`config.mk`:
```
export PLATFORM = sky130hd
export DESIGN_NAME = e2prom_rw_seq
export DESIGN_NICKNAME = d
export VERILOG_FILES = /design/src/rtl/e2prom_pkg.sv /design/src/rtl/e2prom_rw_seq_wait_timer.sv /design/src/rtl/e2prom_rw_seq.sv
export SDC_FILE = /design/constraint.sdc
export NUM_CORES = 1
export LEC_CHECK = 0
export BUFFER_PORTS_ARGS = -buffer_cell sky130_fd_sc_hd__buf_2
export CAP_MARGIN = 5
export CORE_UTILIZATION = 55
export CTS_CLUSTER_DIAMETER = 120
export DETAILED_ROUTE_END_ITERATION = 12
export PLACE_DENSITY = 0.77
export SLEW_MARGIN = 20
export SYNTH_ARGS = -nofsm -noshare
export SYNTH_HDL_FRONTEND = slang
export SYNTH_HIERARCHICAL = 1
export SYNTH_SLANG_ARGS = --single-unit
```
`constraint.sdc`:
```
create_clock -name clk -period 2.8 [get_ports clk]
set_clock_uncertainty 0.1 [all_clocks]
set_input_delay 0.42 -clock clk [delete_from_list [all_inputs] [get_ports clk]]
set_output_delay 0.42 -clock clk [all_outputs]
set_load 0.02 [all_outputs]
```
`src/rtl/e2prom_pkg.sv`:
```
// e2prom_pkg
// Shared definitions for the EEPROM write/read-back self-test sequencer:
//   state_t      - sequencer state encoding
//   RD / WR      - values driven on i2c_rh_wl
//   pattern_byte - test pattern generator, data = offset ^ seed
package e2prom_pkg;

  typedef enum logic [2:0] {
    S_IDLE    = 3'd0,
    S_WR_REQ  = 3'd1,
    S_WR_WAIT = 3'd2,
    S_WR_GAP  = 3'd3,
    S_RD_REQ  = 3'd4,
    S_RD_WAIT = 3'd5,
    S_CHECK   = 3'd6,
    S_DONE    = 3'd7
  } state_t;

  localparam logic RD = 1'b1;
  localparam logic WR = 1'b0;

  // The byte written to (and later expected from) a given offset of the range.
  function automatic logic [7:0] pattern_byte(input logic [7:0] offset,
                                              input logic [7:0] seed);
    return offset ^ seed;
  endfunction

endpackage

```
`src/rtl/e2prom_rw_seq_wait_timer.sv`:
```
// wait_timer
// Load/count-down counter used to hold off after each EEPROM write while the
// device finishes its internal program cycle.
//   clk   in  - rising-edge clock
//   rst_n in  - asynchronous active-low reset (count cleared to 0)
//   load  in  - load 'value' into the counter this cycle
//   value in  - reload value
//   zero  out - counter currently holds 0
module wait_timer #(
  parameter int WIDTH = 4
) (
  input  logic             clk,
  input  logic             rst_n,
  input  logic             load,
  input  logic [WIDTH-1:0] value,
  output logic             zero
);

  logic [WIDTH-1:0] r_count;

  // Count down towards zero and park there; a load always wins.
  always_ff @(posedge clk or negedge rst_n) begin
    if (!rst_n) begin
      r_count <= '0;
    end else if (load) begin
      r_count <= value;
    end else if (r_count != '0) begin
      r_count <= r_count - 1'b1;
    end
  end

  assign zero = (r_count == '0);

endmodule

```
`src/rtl/e2prom_rw_seq.sv`:
```
// e2prom_rw_seq
// Drives the i2c_dri command interface through an EEPROM self-test: write a
// pattern over BYTE_NUM bytes from ADDR_START, wait out the write cycle after
// each byte, read everything back and compare. Reports pass/fail and the
// first failing address.
//   clk, rst_n          - dri_clk from i2c_dri, async active-low reset
//   start               - begin a test (only honoured when not busy)
//   i2c_done/ack/data_r - completion pulse, NACK flag, read data from driver
//   i2c_exec/rh_wl/addr/data_w - registered command to the driver
//   bit_ctrl            - 16-bit (1) or 8-bit (0) word address select
//   busy/pass/fail/fail_addr - test status
module e2prom_rw_seq
  import e2prom_pkg::*;
#(
  parameter bit          ADDR16      = 1'b1,
  parameter logic [15:0] ADDR_START  = 16'h0000,
  parameter int          BYTE_NUM    = 256,
  parameter int          WR_WAIT_MAX = 5000,
  parameter logic [7:0]  SEED        = 8'h00
) (
  input  logic        clk,
  input  logic        rst_n,
  input  logic        start,
  input  logic        i2c_done,
  input  logic        i2c_ack,
  input  logic [7:0]  i2c_data_r,
  output logic        i2c_exec,
  output logic        i2c_rh_wl,
  output logic [15:0] i2c_addr,
  output logic [7:0]  i2c_data_w,
  output logic        bit_ctrl,
  output logic        busy,
  output logic        pass,
  output logic        fail,
  output logic [15:0] fail_addr
);

  localparam int              TW       = $clog2(WR_WAIT_MAX + 1);
  localparam logic [TW-1:0]   GAP_LOAD = TW'(WR_WAIT_MAX - 1);
  // idx is one bit wider than an address so BYTE_NUM = 65536 still ends.
  localparam logic [16:0]     LAST_IDX = 17'(BYTE_NUM - 1);

  state_t      r_state, w_state_nxt;
  logic [16:0] r_idx, w_idx_nxt;
  logic        r_exec, w_exec_nxt;
  logic        r_rh_wl, w_rh_wl_nxt;
  logic [15:0] r_addr, w_addr_nxt;
  logic [7:0]  r_data_w, w_data_w_nxt;
  logic [7:0]  r_rdata, w_rdata_nxt;
  logic        r_pass, w_pass_nxt;
  logic        r_fail, w_fail_nxt;
  logic [15:0] r_fail_addr, w_fail_addr_nxt;
  logic        w_gap_load;
  logic        w_gap_zero;

  wait_timer #(
    .WIDTH (TW)
  ) u_gap_timer (
    .clk   (clk),
    .rst_n (rst_n),
    .load  (w_gap_load),
    .value (GAP_LOAD),
    .zero  (w_gap_zero)
  );

  // State and datapath registers; everything clears to idle on reset so the
  // command strobe drops immediately.
  always_ff @(posedge clk or negedge rst_n) begin
    if (!rst_n) begin
      r_state     <= S_IDLE;
      r_idx       <= '0;
      r_exec      <= 1'b0;
      r_rh_wl     <= 1'b0;
      r_addr      <= '0;
      r_data_w    <= '0;
      r_rdata     <= '0;
      r_pass      <= 1'b0;
      r_fail      <= 1'b0;
      r_fail_addr <= '0;
    end else begin
      r_state     <= w_state_nxt;
      r_idx       <= w_idx_nxt;
      r_exec      <= w_exec_nxt;
      r_rh_wl     <= w_rh_wl_nxt;
      r_addr      <= w_addr_nxt;
      r_data_w    <= w_data_w_nxt;
      r_rdata     <= w_rdata_nxt;
      r_pass      <= w_pass_nxt;
      r_fail      <= w_fail_nxt;
      r_fail_addr <= w_fail_addr_nxt;
    end
  end

  // Next-state and datapath decisions. The command registers are loaded on
  // the edge that enters a REQ state, so they are already valid during the
  // one-cycle exec strobe and stay put until the next request.
  always_comb begin
    w_state_nxt     = r_state;
    w_idx_nxt       = r_idx;
    w_exec_nxt      = 1'b0;
    w_rh_wl_nxt     = r_rh_wl;
    w_addr_nxt      = r_addr;
    w_data_w_nxt    = r_data_w;
    w_rdata_nxt     = r_rdata;
    w_pass_nxt      = r_pass;
    w_fail_nxt      = r_fail;
    w_fail_addr_nxt = r_fail_addr;
    w_gap_load      = 1'b0;

    case (r_state)
      S_IDLE, S_DONE: begin
        if (start) begin
          w_pass_nxt      = 1'b0;
          w_fail_nxt      = 1'b0;
          w_fail_addr_nxt = '0;
          w_idx_nxt       = '0;
          w_state_nxt     = S_WR_REQ;
        end
      end
      S_WR_REQ: w_state_nxt = S_WR_WAIT;
      S_WR_WAIT: begin
        if (i2c_done) begin
          if (i2c_ack) begin
            w_fail_nxt      = 1'b1;
            w_fail_addr_nxt = r_addr;
            w_state_nxt     = S_DONE;
          end else begin
            w_gap_load  = 1'b1;
            w_state_nxt = S_WR_GAP;
          end
        end
      end
      S_WR_GAP: begin
        if (w_gap_zero) begin
          if (r_idx == LAST_IDX) begin
            w_idx_nxt   = '0;
            w_state_nxt = S_RD_REQ;
          end else begin
            w_idx_nxt   = r_idx + 17'd1;
            w_state_nxt = S_WR_REQ;
          end
        end
      end
      S_RD_REQ: w_state_nxt = S_RD_WAIT;
      S_RD_WAIT: begin
        if (i2c_done) begin
          if (i2c_ack) begin
            w_fail_nxt      = 1'b1;
            w_fail_addr_nxt = r_addr;
            w_state_nxt     = S_DONE;
          end else begin
            w_rdata_nxt = i2c_data_r;
            w_state_nxt = S_CHECK;
          end
        end
      end
      S_CHECK: begin
        if (r_rdata != pattern_byte(r_idx[7:0], SEED)) begin
          w_fail_nxt      = 1'b1;
          w_fail_addr_nxt = r_addr;
          w_state_nxt     = S_DONE;
        end else if (r_idx == LAST_IDX) begin
          w_pass_nxt  = 1'b1;
          w_state_nxt = S_DONE;
        end else begin
          w_idx_nxt   = r_idx + 17'd1;
          w_state_nxt = S_RD_REQ;
        end
      end
      default: w_state_nxt = S_IDLE;
    endcase

    if (w_state_nxt == S_WR_REQ) begin
      w_exec_nxt   = 1'b1;
      w_rh_wl_nxt  = WR;
      w_addr_nxt   = ADDR_START + w_idx_nxt[15:0];
      w_data_w_nxt = pattern_byte(w_idx_nxt[7:0], SEED);
    end else if (w_state_nxt == S_RD_REQ) begin
      w_exec_nxt  = 1'b1;
      w_rh_wl_nxt = RD;
      w_addr_nxt  = ADDR_START + w_idx_nxt[15:0];
    end
  end

  assign i2c_exec   = r_exec;
  assign i2c_rh_wl  = r_rh_wl;
  assign i2c_addr   = r_addr;
  assign i2c_data_w = r_data_w;
  assign bit_ctrl   = ADDR16;
  assign busy       = (r_state != S_IDLE) && (r_state != S_DONE);
  assign pass       = r_pass;
  assign fail       = r_fail;
  assign fail_addr  = r_fail_addr;

endmodule

```
# [Yosys cells after proc, flatten, opt, wreduce, memory -nomap -nowiden]
# Index checks and enable logic that the tools add are counted.
[totals] output_inout_bits=46 in_bits=13 regBits=85
[op_classes] n_eq_ne=20 n_bitwise=1 muxes=40 n_addsub=2 reduce_logical=16
[ops] op="2-to-1 mux 16 bit" count=6
[ops] op="2-to-1 mux 17 bit" count=5
[ops] op="one-hot mux 17 bit (3 select lines)" count=1
[ops] op="one-hot mux 16 bit (3 select lines)" count=1
[ops] op="2-to-1 mux 13 bit" count=2
[ops] op="one-hot mux 3 bit (7 select lines)" count=1
[ops] op="2-to-1 mux 3 bit" count=6
[ops] op="adder 17 x 1 -> 17 bit, second input constant" count=1
[ops] op="== test 17 x 8 -> 1 bit, second input constant" count=1
[ops] op="== test 3 bit, second input constant" count=5
[ops] op="2-to-1 mux 1 bit" count=14
[ops] op="zero test 13 bit" count=1
[ops] op="nonzero test 13 bit" count=1
[ops] op="subtractor 13 x 1 -> 13 bit, second input constant" count=1
[ops] op="!= test 2 bit, second input constant" count=5
[ops] op="AND reduction 5 bit" count=2
[ops] op="nonzero test 3 bit" count=3
[ops] op="!= test 8 bit" count=1
[ops] op="== test 3 x 1 -> 1 bit, second input constant" count=2
[ops] op="== test 3 x 2 -> 1 bit, second input constant" count=2
[ops] op="!= test 2 x 1 -> 1 bit, second input constant" count=3
[ops] op="nonzero test 2 bit" count=3
[ops] op="2-to-1 mux 2 bit" count=2
[ops] op="AND reduction 4 bit" count=1
[ops] op="8 further kinds" count=9

# [Longest topological paths before layout]
[logic_depth] word_depth=7 mapped_depth=12

# [Modules after synthesis]
# The synthesis kept the hierarchy.
[modules_own_cells] module="e2prom_rw_seq" area_each_um2=3542.1 n_inst=1 cells_per_inst=324
[modules_own_cells] module="wait_timer" area_each_um2=767.0 n_inst=1 cells_per_inst=82

# [Worst setup path before layout]
# No wires, ideal clock.
[synth_timing] path_kind="reg-to-reg" startpoint="register u_gap_timer.r_count[6]" endpoint="register r_data_w[0] (netlist: i2c_data_w[0])" setup_ns=0.125 slack_ns=0.250 n_path_buf=1 path_stages_with_launch=10 synth_period_minus_slack_ns=2.550 arrival_ns=2.325 cell_sequence="dfrtp_1 nor4_2 nand4b_1 inv_2 and3b_1 o21ai_0 o221ai_1 or3b_1 buf_6 mux2_4"
[synth_between] elab_chain_cells=4
[synth_lines] item="from (decl)" line_no="e2prom_rw_seq_wait_timer.sv:19" source="logic [WIDTH-1:0] r_count;"
[synth_lines] item="from (signal assigned)" line_no="e2prom_rw_seq_wait_timer.sv:26" source="r_count <= value;"
[synth_lines] item="from (signal assigned)" line_no="e2prom_rw_seq_wait_timer.sv:28" source="r_count <= r_count - 1'b1;"
[synth_lines] item="zero test 13 bit (*)" line_no="e2prom_rw_seq_wait_timer.sv:32" source="assign zero = (r_count == '0);"
[synth_lines] item="via w_gap_zero" line_no="e2prom_rw_seq.sv:54" source="logic w_gap_zero;"
[synth_lines] item="2-to-1 mux 3 bit" line_no="e2prom_rw_seq.sv:134" source="if (w_gap_zero) begin"
[synth_lines] item="one-hot mux 3 bit (7 select lines)" line_no="e2prom_rw_seq.sv:110" source="case (r_state)"
[synth_lines] item="== test 3 x 1 -> 1 bit" line_no="e2prom_rw_seq.sv:173" source="if (w_state_nxt == S_WR_REQ) begin"
[synth_lines] item="to (signal assigned)" line_no="e2prom_rw_seq.sv:86" source="r_data_w <= w_data_w_nxt;"
[synth_lines] item="to (decl)" line_no="e2prom_rw_seq.sv:48" source="logic [7:0] r_data_w, w_data_w_nxt;"
# The timed path passes the listed nets; every way through them passes the cells marked *. The select of a mux whose other input is x is not followed.
# A chain may end at the register's enable or synchronous reset.

# [Final worst setup path]
[layout_timing] startpoint="register u_gap_timer.r_count[5]" endpoint="register r_data_w[7] (netlist: i2c_data_w[7])"
# The elaborated chain is that of the path after synthesis.

==> flow_summary.toml <==
[run_status]
status = "completed"

[logic_synthesis]
yosysSeqAreaShare_pct = 49.36
synth_area_um2 = 4309
synth.ff_latch_count = 85
synth_edf_count = 0
async_reset_ff_share_pct = 100.0
yosys_warnings = 6
synth.distinct_cells = 63
avgSynthCellArea_um2 = 10.61
synth_flop_cell = "dfrtp_1"
syn-instance-count = 406

[final_layout]
antenna-diode-count = 0
final_cells = 583
area_growth_pct = 14.66
layout-drive-gt1-share_pct = 24.38
nFillCells = 623
layout.nets = 496

[grt]
grt_usage_pct = 24.11
grt_max_degree = 53
grt_overflow = 0
grt_pass1_wl_um = 15490
grt_pass1_vias = 3137
antenna_found_initial = 0

[die]
die_y_um = 90.52
io_pins = 59
core_area_um2 = 7408
rows = 31
die_x_um = 90.52
die_area_um2 = 8193
initial_utilization_pct = 58.17

[power_and_ir_drop]
leakage_uw = 0.002479
irDropWorstVdd_v = 0.0005258
pwr_density_cell_nw_per_um2 = 814.0

[clock_tree]
htree_levels = 3
cts_tree = "done"
cts.sinks = 85
cts_buffers = 9
clkSlewWorstSetupHoldPaths_ps = 90
clockRootBuffer = "clkbuf_8"
insertion_delay_ps = 360
clk_path_buf_depth = 2

[timing]
whs_ps = 192.3
rsz0062_at_grt = "no"
worst_pin_slew_ps = 657.9
setup_violations = 0
clock.fmax_ghz = 0.3739
max-slew-margin-rel_pct = 55.98
period_minus_slack_ps = 2675
hold_viol_final = 0
fin_crit_sh_pct = 95.52
setup_tns_ps = 0
drv_slew = 0

[worst_setup_path]
crit_fanout = 9
worst_setup_path_start_kind = "flip-flop"
cp_slowest_cell = "or3b_4"
cp_cell_sequence = "nor4_2 -> nand4b_1 -> inv_2 -> and3b_1 -> o21ai_0 -> o221ai_1 -> or3b_4 -> mux2_4"
r2r_start = "u_gap_timer/r_count[5]"
slowest_delay_ps = 500
end_kind = "flip-flop"
critPathLaunch = "u_gap_timer/r_count[5]"
critical_path_class = "reg2reg"
critPathRequiredTime_ps = 2950
critPathBufInv = 1
arrival_ps = 2820
crit_family = "simple AND/OR/NAND/NOR gates"

[drt]
routed_wl_um = 9349
wire_per_inst_um = 16.04
drtAntennaViolNets = 0
drc = 0
dr.pass1.iters = 4
vias_per_cell = 5.708
drt_iter0_drc = 226
dr_total_vias = 3328

[placement]
hpwl_um = 6647
dpl.cell_count = 566
io_buffers = 57
place_congestion = 0.8848

[worst_hold_path]
min_path_type = "in2reg"
hp-start = "i2c_data_r[1]"

[job]
max_cap_violations = 0
## cell families (layout without fill, tap and decap cells)
family	after synthesis	in the layout	synth area share (%)
other	2	14	0.1743
XOR/XNOR	31	31	6.301
buffers and inverters	33	99	4.239
adder cells (fa/ha/maj)	4	4	1.161
multiplexers	13	13	3.542
AO/OA/AOI/OAI	108	108	17.92
flip-flops	85	85	49.36
AND/OR/NAND/NOR	130	130	17.31
## placed cells by master (no fill, tap or decap), drive strengths merged, types with 5 or more instances in the layout
cell type  count
clkinv         5
o21ai         36
xor2          16
o2bb2ai        5
nand3         12
dfrtp         85
a21oi          8
inv           14
a21o          16
xnor2         15
clkbuf         9
a22o          21
mux2          12
nor2          23
buf           68
and3           8
conb          14
nor3b          9
nand2         42
or3            5
nor4           8
## through the flow
stage | cell area [µm²] | power (µW) | utilization, % | setup slack [ps]
finish | 4941 | 4022 | 66.69 | 125.5
global route | 4941 | 4272 | 66.69 | 17.34
CTS | 4938 | 4032 | 66.66 | 63.92
detailed placement | 4731 | 3153 | 63.86 | 87.46
global placement | 4731 | 3101 | 63.86 | 133.9
floorplan | 4354 | 2796 | - | 250.1
## layout make-up
| cell class | instances | area [µm²] | share of cell area (%) |
|---|---|---|---|
| timing repair buffer | 69 | 392.9 | 7.951 |
| clock inverter | 7 | 73.82 | 1.494 |
| multi-input combinational | 300 | 2047 | 41.43 |
| inverter | 14 | 52.55 | 1.064 |
| tap | 99 | 123.9 | 2.507 |
| clock buffer | 9 | 123.9 | 2.507 |
| sequential | 85 | 2127 | 43.05 |
## cell usage after synthesis (4+ instances only)
cell | n | area, µm²
dfrtp_1 | 85 | 2127
inv_1 | 12 | 45.04
mux2_2 | 10 | 112.6
buf_6 | 6 | 67.56
buf_2 | 5 | 25.02
and3_1 | 8 | 50.05
nor2_1 | 23 | 86.33
or3_1 | 4 | 25.02
xnor2_1 | 15 | 131.4
o21ai_0 | 33 | 165.2
a21o_1 | 16 | 120.1
nand2_1 | 41 | 153.9
nand3_1 | 12 | 60.06
clkbuf_1 | 5 | 18.77
xor2_1 | 16 | 140.1
a21oi_1 | 8 | 40.04
nor3b_1 | 8 | 60.06
ha_1 | 4 | 50.05
o2bb2ai_1 | 5 | 43.79
a22o_1 | 19 | 166.4
## final timing paths
| path | slack [ps] | cells after the start | endpoint |
|---|---|---|---|
| min | 190 | 2 | r_rdata[1] |
| min reg2reg | 390 | 1 | fail |
| min in group asynchronous | 450 | 2 | u_gap_timer/r_count[8] |
| max in group asynchronous | 1530 | 3 | i2c_addr[4] |
| max reg2reg | 130 | 8 | i2c_data_w[7] |
| max | 130 | 8 | i2c_data_w[7] |
## layer usage
layer,track usage (%),part of all wire (%),vias to the layer above
met4,9.140,2.3,0
met3,5.135,6.1,15
li1,-,-,1589
met5,0,0,-
met1,32.62,45,1604
met2,38.13,46,120
## registers in the layout, summed over array words and instances, names as in the netlist, 3 cells and up
name / count
fail_addr: 16
i2c_addr: 16
u_gap_timer/r_count: 13
r_rdata: 8
r_state: 3
r_idx: 17
i2c_data_w: 8
## worst register-to-register path, stage by stage (launching register included)
cell	delay [ps]
dfrtp_1	440
nor4_2	400
nand4b_1	210
inv_2	160
and3b_1	160
o21ai_0	100
o221ai_1	170
or3b_4	500
mux2_4	320
## timing repair
item,in CTS,in global routing
hold buffers,1,0
endpoints found under the hold margin,33,0
endpoints found under the setup margin,0,3
resized for setup,0,1
buffers inserted,0,0
## where the power goes
| group | switching (µW) | internal [µW] |
|---|---|---|
| clock network | 458 | 415 |
| registers | 243 | 1450 |
| logic | 864 | 593 |
(Power assumes the default switching activity.)
